File: src/rtl/battery_pkg.sv
// rtl/battery_pkg.sv - shared types and defaults for battery pack control blocks
package battery_pkg;

    typedef enum logic [1:0] {
        ST_INIT   = 2'd0,
        ST_ACTIVE = 2'd1,
        ST_DEAD   = 2'd2,
        ST_FAULT  = 2'd3
    } bat_state_t;

    localparam logic [1:0] CAUSE_NONE       = 2'd0;
    localparam logic [1:0] CAUSE_AUTO       = 2'd1;
    localparam logic [1:0] CAUSE_FORCE      = 2'd2;
    localparam logic [1:0] CAUSE_FAULT_EXIT = 2'd3;

    localparam logic [31:0] VMIN_DEFAULT = 32'd3000;
    localparam logic [31:0] HYST_DEFAULT = 32'd50;

endpackage

File: src/rtl/battery_dwell_counter.sv
// rtl/battery_dwell_counter.sv - 8-bit counter with load, clear and conditional increment
module battery_dwell_counter (
    input  logic       clk,
    input  logic       rst,
    input  logic       clr,
    input  logic       inc,
    input  logic       load,
    input  logic [7:0] load_val,
    output logic [7:0] count
);

    always_ff @(posedge clk or posedge rst) begin
        if (rst) begin
            count <= '0;
        end else if (load) begin
            count <= load_val;
        end else if (clr) begin
            count <= '0;
        end else if (inc) begin
            count <= count + 8'd1;
        end
    end

endmodule

File: src/rtl/battery_source_selector.sv
// rtl/battery_source_selector.sv - pack select FSM with hysteresis, dwell, dead time and UV lockout; optional BATSEL_STATUS_EN
module battery_source_selector
    import battery_pkg::*;
#(
    parameter logic [31:0] VMIN     = VMIN_DEFAULT,
    parameter logic [31:0] HYST     = HYST_DEFAULT,
    parameter int          DWELL    = 4,
    parameter int          DEAD_CYC = 3
) (
    input  logic        clk,
    input  logic        rst,
    input  logic [31:0] v0,
    input  logic [31:0] v1,
    input  logic        sample_valid,
    input  logic        force_en,
    input  logic        force_sel,
`ifdef BATSEL_STATUS_EN
    output logic [15:0] switch_count,
    output logic [1:0]  last_cause,
`endif
    output logic        select,
    output logic        output_en,
    output logic        switching,
    output logic        fault
);

    localparam logic [7:0] DWELL_C   = 8'(DWELL);
    localparam logic [7:0] DEAD_LOAD = 8'(DEAD_CYC - 1);

    bat_state_t  state;
    logic [7:0]  cnt;
    logic        cnt_clr, cnt_inc, cnt_load;
    logic [7:0]  cnt_load_val;
    logic [31:0] v_cur, v_oth;
    logic        both_low, qualify, dwell_hit, exit_ok, exit_tgt, go_dead;

    assign v_cur     = select ? v1 : v0;
    assign v_oth     = select ? v0 : v1;
    assign both_low  = (v0 < VMIN) && (v1 < VMIN);
    // 33-bit sums so a near-full-scale reading cannot wrap past the threshold
    assign qualify   = ({1'b0, v_oth} >= ({1'b0, v_cur} + {1'b0, HYST})) && (v_oth >= VMIN);
    assign dwell_hit = ({1'b0, cnt} + 9'd1) >= {1'b0, DWELL_C};
    assign exit_ok   = ({1'b0, v0} >= ({1'b0, VMIN} + {1'b0, HYST})) ||
                       ({1'b0, v1} >= ({1'b0, VMIN} + {1'b0, HYST}));
    assign exit_tgt  = v1 > v0;

    always_comb begin
        cnt_clr      = 1'b0;
        cnt_inc      = 1'b0;
        cnt_load     = 1'b0;
        cnt_load_val = DEAD_LOAD;
        go_dead      = 1'b0;
        case (state)
            ST_ACTIVE: begin
                if (sample_valid) begin
                    if (both_low) begin
                        cnt_clr = 1'b1;
                    end else if (force_en) begin
                        if (force_sel != select) go_dead = 1'b1;
                        else                     cnt_clr = 1'b1;
                    end else if (qualify) begin
                        if (dwell_hit) go_dead = 1'b1;
                        else           cnt_inc = 1'b1;
                    end else begin
                        cnt_clr = 1'b1;
                    end
                end
            end
            ST_DEAD: begin
                // dead time reuses the counter as a down-counter via load
                if (cnt == 8'd0) begin
                    cnt_clr = 1'b1;
                end else begin
                    cnt_load     = 1'b1;
                    cnt_load_val = cnt - 8'd1;
                end
            end
            ST_FAULT: begin
                if (sample_valid && exit_ok) begin
                    if (exit_tgt != select) go_dead = 1'b1;
                    else                    cnt_clr = 1'b1;
                end
            end
            default: ;
        endcase
        if (go_dead) begin
            cnt_load     = 1'b1;
            cnt_load_val = DEAD_LOAD;
        end
    end

    battery_dwell_counter u_counter (
        .clk      (clk),
        .rst      (rst),
        .clr      (cnt_clr),
        .inc      (cnt_inc),
        .load     (cnt_load),
        .load_val (cnt_load_val),
        .count    (cnt)
    );

`ifdef BATSEL_STATUS_EN
    logic [1:0] cause;
    assign cause = (state == ST_FAULT) ? CAUSE_FAULT_EXIT :
                   force_en            ? CAUSE_FORCE      : CAUSE_AUTO;
`endif

    always_ff @(posedge clk or posedge rst) begin
        if (rst) begin
            state     <= ST_INIT;
            select    <= 1'b0;
            output_en <= 1'b0;
            switching <= 1'b0;
            fault     <= 1'b0;
`ifdef BATSEL_STATUS_EN
            switch_count <= 16'd0;
            last_cause   <= CAUSE_NONE;
`endif
        end else begin
            case (state)
                ST_INIT: begin
                    if (sample_valid) begin
                        if (both_low) begin
                            state <= ST_FAULT;
                            fault <= 1'b1;
                        end else begin
                            state     <= ST_ACTIVE;
                            select    <= exit_tgt;
                            output_en <= 1'b1;
                        end
                    end
                end
                ST_ACTIVE: begin
                    if (sample_valid && both_low) begin
                        state     <= ST_FAULT;
                        output_en <= 1'b0;
                        fault     <= 1'b1;
                    end
                end
                ST_DEAD: begin
                    if (cnt == 8'd0) begin
                        state     <= ST_ACTIVE;
                        output_en <= 1'b1;
                        switching <= 1'b0;
                    end
                end
                ST_FAULT: begin
                    if (sample_valid && exit_ok) begin
                        fault <= 1'b0;
                        if (!go_dead) begin
                            state     <= ST_ACTIVE;
                            output_en <= 1'b1;
                        end
                    end
                end
                default: state <= ST_INIT;
            endcase
            // break-before-make entry overrides whatever the state branch chose
            if (go_dead) begin
                state     <= ST_DEAD;
                select    <= ~select;
                output_en <= 1'b0;
                switching <= 1'b1;
`ifdef BATSEL_STATUS_EN
                if (switch_count != 16'hFFFF) switch_count <= switch_count + 16'd1;
                last_cause <= cause;
`endif
            end
        end
    end

endmodule
File: config.mk
export PLATFORM = sky130hd
export DESIGN_NAME = battery_source_selector
export DESIGN_NICKNAME = d
export VERILOG_FILES = /design/src/rtl/battery_pkg.sv /design/src/rtl/battery_dwell_counter.sv /design/src/rtl/battery_source_selector.sv
export SDC_FILE = /design/constraint.sdc
export NUM_CORES = 1
export LEC_CHECK = 0
export BUFFER_PORTS_ARGS = -buffer_cell sky130_fd_sc_hd__clkbuf_2
export CAP_MARGIN = 0
export CORE_UTILIZATION = 53
export CTS_CLUSTER_DIAMETER = 200
export CTS_CLUSTER_SIZE = 20
export DETAILED_ROUTE_END_ITERATION = 16
export PLACE_DENSITY = 0.79
export SYNTH_ARGS = -nofsm -noshare
export SYNTH_HDL_FRONTEND = slang
export SYNTH_SLANG_ARGS = --single-unit
File: constraint.sdc
create_clock -name clk -period 6 [get_ports clk]
set_clock_uncertainty 0.1 [all_clocks]
set_input_delay 0.6 -clock clk [delete_from_list [all_inputs] [get_ports clk]]
set_output_delay 0.6 -clock clk [all_outputs]
set_load 0.02 [all_outputs]
# After elaboration in Yosys (flattened, before gate mapping)
# Index checks and enable logic that the tools add are counted.
op_classes:
  n_bitwise: 1
  mul: 0
  mux: 61
  n_eq_ne: 15
  div: 0
  n_shift: 0
  addsub: 4
  reduce_logical: 18
  magnitude_cmp: 8
op_table:
  columns: ["operator", "count"]
  rows:
  - ["$ge 32x12->1 const B", 3]
  - ["$lt 32x12->1 const B", 2]
  - ["$mux 32", 2]
  - ["$mux 8", 6]
  - ["$mux 1", 42]
  - ["$add 32x6->33 const B", 1]
  - ["$ge 32x33->1", 1]
  - ["$gt 32x32->1", 1]
  - ["$ne 3x3->1 const B", 5]
  - ["$mux 2", 6]
  - ["$reduce_and 5->1", 2]
  - ["$add 8x1->9 const B", 1]
  - ["$ge 9x3->1 const B", 1]
  - ["$add 8x1->8 const B", 1]
  - ["$logic_not 8->1", 1]
  - ["$ne 2x2->1 const B", 4]
  - ["$pmux 2 s4", 1]
  - ["$reduce_bool 2->1", 4]
  - ["$sub 8x1->8 const B", 1]
  - ["$pmux 1 s3", 2]
  - ["$reduce_bool 3->1", 2]
  - ["$eq 2x2->1 const B", 2]
  - ["$logic_and 1x1->1", 4]
  - ["$pmux 1 s4", 1]
  - ["other kinds (10)", 11]
totals:
  output_inout_bits: 4
  mem_count: 0
  ff_bits: 14
  inputBits: 69
  mem_bits_ro: 0
  mem_bits_rw: 0
  word_cells: 113
  latchBits: 0

# Depth between registers and ports, before layout
depth:
  depth_word: 12
  ltp_mapped: 30
  ltp_nobuf: 22

# Hierarchy
# Synthesis repeated with hierarchy kept, for this count alone.
unflattened:
  hier_cells: 604
  hier_area_um2: 4553.1
modules_own_cells:
  columns: ["module", "seq_area_each_um2", "instances", "area_per_inst_um2", "cells_each"]
  rows:
  - ["battery_source_selector", 150.1, 1, 4078.9, 549]
  - ["battery_dwell_counter", 200.2, 1, 474.2, 55]

# Worst setup path after synthesis
# OpenSTA, ideal clock, no wires.
synth_timing:
  path_type: "register to register"
  start: "register select"
  end: "register u_counter.count[1]"
  period_less_slack_ps: 6439
  path_stages_with_launch: 30
  n_path_buf: 8
  arrival_ps: 6213
  slack_ps: -439
  setup_time_ps: 126
  required_ps: 5774
  cell_sequence: "dfrtp_1 buf_6 buf_12 buf_4 buf_2 clkbuf_1 clkbuf_1 clkbuf_1 nand2_1 o21ai_0 ha_1 a21o_1 o211ai_1 nand2_1 nand3_1 nor4_1 nor2b_1 nand2_1 nor2_1 xor2_1 ha_1 nor2b_1 a2111oi_0 nand3_1 o21ai_1 nor3_4 o21ai_2 or4b_1 buf_2 o32a_1"
synth_via:
  elab_chain_cells: 11
  elab_cells_between_ends: 34
synth_rtl:
  columns: ["element", "line_no", "text"]
  rows:
  - ["start, declared", "battery_source_selector.sv:21", "output logic select,"]
  - ["start signal, assigned", "battery_source_selector.sv:128", "select <= exit_tgt;"]
  - ["start signal, assigned", "battery_source_selector.sv:161", "select <= ~select;"]
  - ["$mux 32", "battery_source_selector.sv:37", "assign v_cur = select ? v1 : v0;"]
  - ["$add 32x6->33", "battery_source_selector.sv:41", "assign qualify = ({1'b0, v_oth} >= ({1'b0, v_cur} + {1'b0, HYST})) && (v_oth >= VMIN);"]
  - ["$ge 32x33->1", "battery_source_selector.sv:41", null]
  - ["$logic_and 1x1->1", "battery_source_selector.sv:41", null]
  - ["$mux 1", "battery_source_selector.sv:61", "end else if (qualify) begin"]
  - ["$mux 1", "battery_source_selector.sv:58", "end else if (force_en) begin"]
  - ["$mux 1", "battery_source_selector.sv:56", "if (both_low) begin"]
  - ["$mux 1", "battery_source_selector.sv:55", "if (sample_valid) begin"]
  - ["$pmux 1 s2 / $pmux 1 s3 (equally long branches)", "battery_source_selector.sv:53", "case (state)"]
  - ["$mux 1 (tied with other cells)", "battery_source_selector.sv:86", "if (go_dead) begin"]
  - ["$reduce_bool 3->1 (no source line) / $mux 8 (equally long branches)", null, null]
  - ["end signal, assigned", "battery_dwell_counter.sv:16", "count <= load_val;"]
  - ["end signal, assigned", "battery_dwell_counter.sv:20", "count <= count + 8'd1;"]
  - ["end, declared", "battery_dwell_counter.sv:9", "output logic [7:0] count"]
# Parallel ways exist; a longest one is shown, timed or not.
# A chain may end at the register's enable or synchronous reset.

# Worst setup path after layout
# Same ends and word-level chain as after synthesis.

==> out/results.ini <==
[placement]
portBuffers = 72
gp_congestion = 0.9292
placed_cells = 726
dpl.hpwl_microns = 9981
place_ws_ps = 453.4

[timing]
setup_tns_ps = 0
tightest_slew_ps = 692.7
fmax_mhz = 180.5
period_needed_ps = 5541
slew_headroom_pct = 52.63
timing.final.ws_setup_ps = 458.8
final_max_slew_viol_count = 0
hold_viol = 0
hold_ws_ps = 277.5
period_share_pct = 92.35
rsz0062_at_grt = no
finalSetupViolations = 0

[power]
p_seq_share_pct = 15.3
p_comb_share_pct = 78.1
power.internal_uw = 670.8
ir_drop_v = 0.0001211
leakagePower_uw = 0.002188
power.density_nw_per_um2 = 290.6
clock_power_share_pct = 6.7
power.switching_uw = 724.4
switching_share_pct = 51.92

[clock_network]
cts_max_path_buffers = 2
cts_hold_buf = 0
root_buffer = clkbuf_8
cts_num_sinks = 14
cts_max_level = 1
path_clk_slew_ps = 60
cts_buffers = 3
cts_tree = built
cts_resized = 0
cts_setup_buffers = 0
clk_latency_ps = 250

[logic_synthesis]
syn_area_sq_um = 4335
synthFlopType = dfrtp_1
yosys.area.top_type_share_pct = 19.34
synth_common_cells = ha_1, nand2_1, inv_1
ys_async_sr_fraction_pct = 100.0
synthDistinctLibCells = 68
yosysSeqAreaShare_pct = 8.081
yosysWarnings = 0
synth_cells = 566
synth_area_leaders = ha_1, dfrtp_1, mux2_2
synth_nets = 702
synth_seq_cells = 14
synth-edff-count = 0
syn_area_per_cell_sq_um = 7.660
yosys.area.top_type = ha_1
post-synth-top-count-cell = ha_1

[setup_path]
critPathTopFamily = simple AND/OR/NAND/NOR gates
cp_num_buf_inv = 0
end_kind = register
worstReg2RegStart = select
crit_path_max_fanout = 39
cp_common_cell = nand2_1
crit_type = register to register
critPathLaunchType = register
crit_arrival_ps = 5570
cp_slowest_cell = dfrtp_4
crit_start = select
cp.required_ps = 6030
slowest_delay_ps = 730
crit_chain = nand2_1 -> o21ai_0 -> ha_1 -> a21o_1 -> o211ai_1 -> nand2_1 -> nand3_1 -> nor4_2 -> nor2b_2 -> nand2_1 -> nor2_1 -> xor2_1 -> ha_1 -> nor2b_1 -> a2111oi_1 -> nand3_1 -> o21ai_1 -> nor3_4 -> o21ai_2 -> or4b_1 -> o32a_1

[die]
dieArea_sq_um = 8546
die_w_microns = 92.45
ios = 73
initial_core_util_pct = 55.53
coreArea_sq_um = 7807
die_h_microns = 92.45
row_count = 32

[global_routing]
antenna_found_initial = 0
grt_pass1_wl_microns = 20270
grt_use_total_pct = 28.88
grt_pass1_vias = 4390
overflow = 0
grt_max_degree = 40

[job]
cap_violations = 0

[layout]
final_util_pct = 61.49
area_growth_pct = 10.74
fill_cells = 744
layout-drive-gt1-share_pct = 20.86
fin_cells = 730
insertedDiodeCount = 0
layout.nets = 765

[outcome]
status = finished clean

[routing]
dr.pass1.iters = 5
vias_per_cell = 6.308
drt_iter0_drc = 289
vias = 4605
antenna_left = 0
remaining_drc_errors = 0
wirelength_microns = 12070
wl_per_cell_microns = 16.54

[min_path]
hp-class = primary input to async pin

per-layer routing:
metal | wire length (microns) | global-route usage [%] | up-vias
met1 | 5411 | 38.71 | 2169
li1 | - | - | 2249
met3 | 709 | 1.970 | 21
met5 | 0 | 0 | -
met4 | 248 | 8.073 | 0
met2 | 5703 | 49.57 | 166
power by group through the flow:
stage | Clock, uW | Combinational, uW | Sequential, uW
2_1_floorplan | 0 | 918 | 163
3_3_place_gp | 0 | 1040 | 208
3_5_place_dp | 0 | 1070 | 211
4_1_cts | 94.2 | 1080 | 210
5_1_grt | 100 | 1220 | 220
6_report | 92.9 | 1090 | 213
metrics by stage:
stage	area, sq um	total power, uW
after global routing	4801	1541
final	4801	1395
after floorplan	4349	1080
after detailed placement	4746	1285
after global placement	4746	1248
after CTS	4801	1384
cell families (layout without fill, tap and decap cells):
logic type | after synthesis | count (layout) | synth area share (%)
buffers and inverters | 65 | 127 | 6.869
muxes | 52 | 52 | 13.10
and+or+nand+nor | 197 | 197 | 24.47
adders and majority gates | 67 | 67 | 19.34
DFF | 14 | 14 | 8.081
xor gates and xnor gates | 37 | 37 | 7.475
AOI/OAI and AO/OA | 134 | 134 | 20.66
placed cells by master (no fill, tap or decap), types with 5 or more instances in the layout:
master / instances
mux2_2: 24
o21ai_0: 31
o21ai_1: 6
mux2i_1: 23
o211ai_1: 10
nor4_1: 11
a211oi_1: 10
a21oi_1: 27
a21o_1: 5
a31oi_1: 10
nor2_1: 34
nor3b_1: 5
clkbuf_2: 72
nand2_1: 49
xnor2_1: 22
nand4_1: 18
o31ai_1: 5
and4_1: 6
ha_1: 67
inv_1: 46
dfrtp_1: 13
nor3_1: 12
and3_1: 6
xor2_1: 15
nand3_1: 26
final cells by class:
cell class / instances / area [sq um] / share of cell area, %
multi-input cells: 487 / 3697 / 77.01
repair buffers: 76 / 390.4 / 8.131
flip-flops and latches: 14 / 354.1 / 7.376
inverters: 47 / 176.4 / 3.675
well taps: 102 / 127.6 / 2.658
clock buffers: 4 / 55.05 / 1.147
sequential cells by signal, summed over array words and instances, names as in the netlist:
name / flops
u_counter.count: 8
state: 2
fault: 1
output_en: 1
select: 1
switching: 1
final timing paths:
check | endpoint | slack [ps] | cells after the start
worst max-delay path | u_counter.count[1] | 460 | 21
worst min-delay path | u_counter.count[5] | 280 | 2
worst max register to register | u_counter.count[1] | 460 | 21
worst min register to register | switching | 380 | 1
max in group asynchronous | select | 5090 | 2
min in group clk | switching | 380 | 1
No activity file was read; power rests on OpenSTA's default activity.
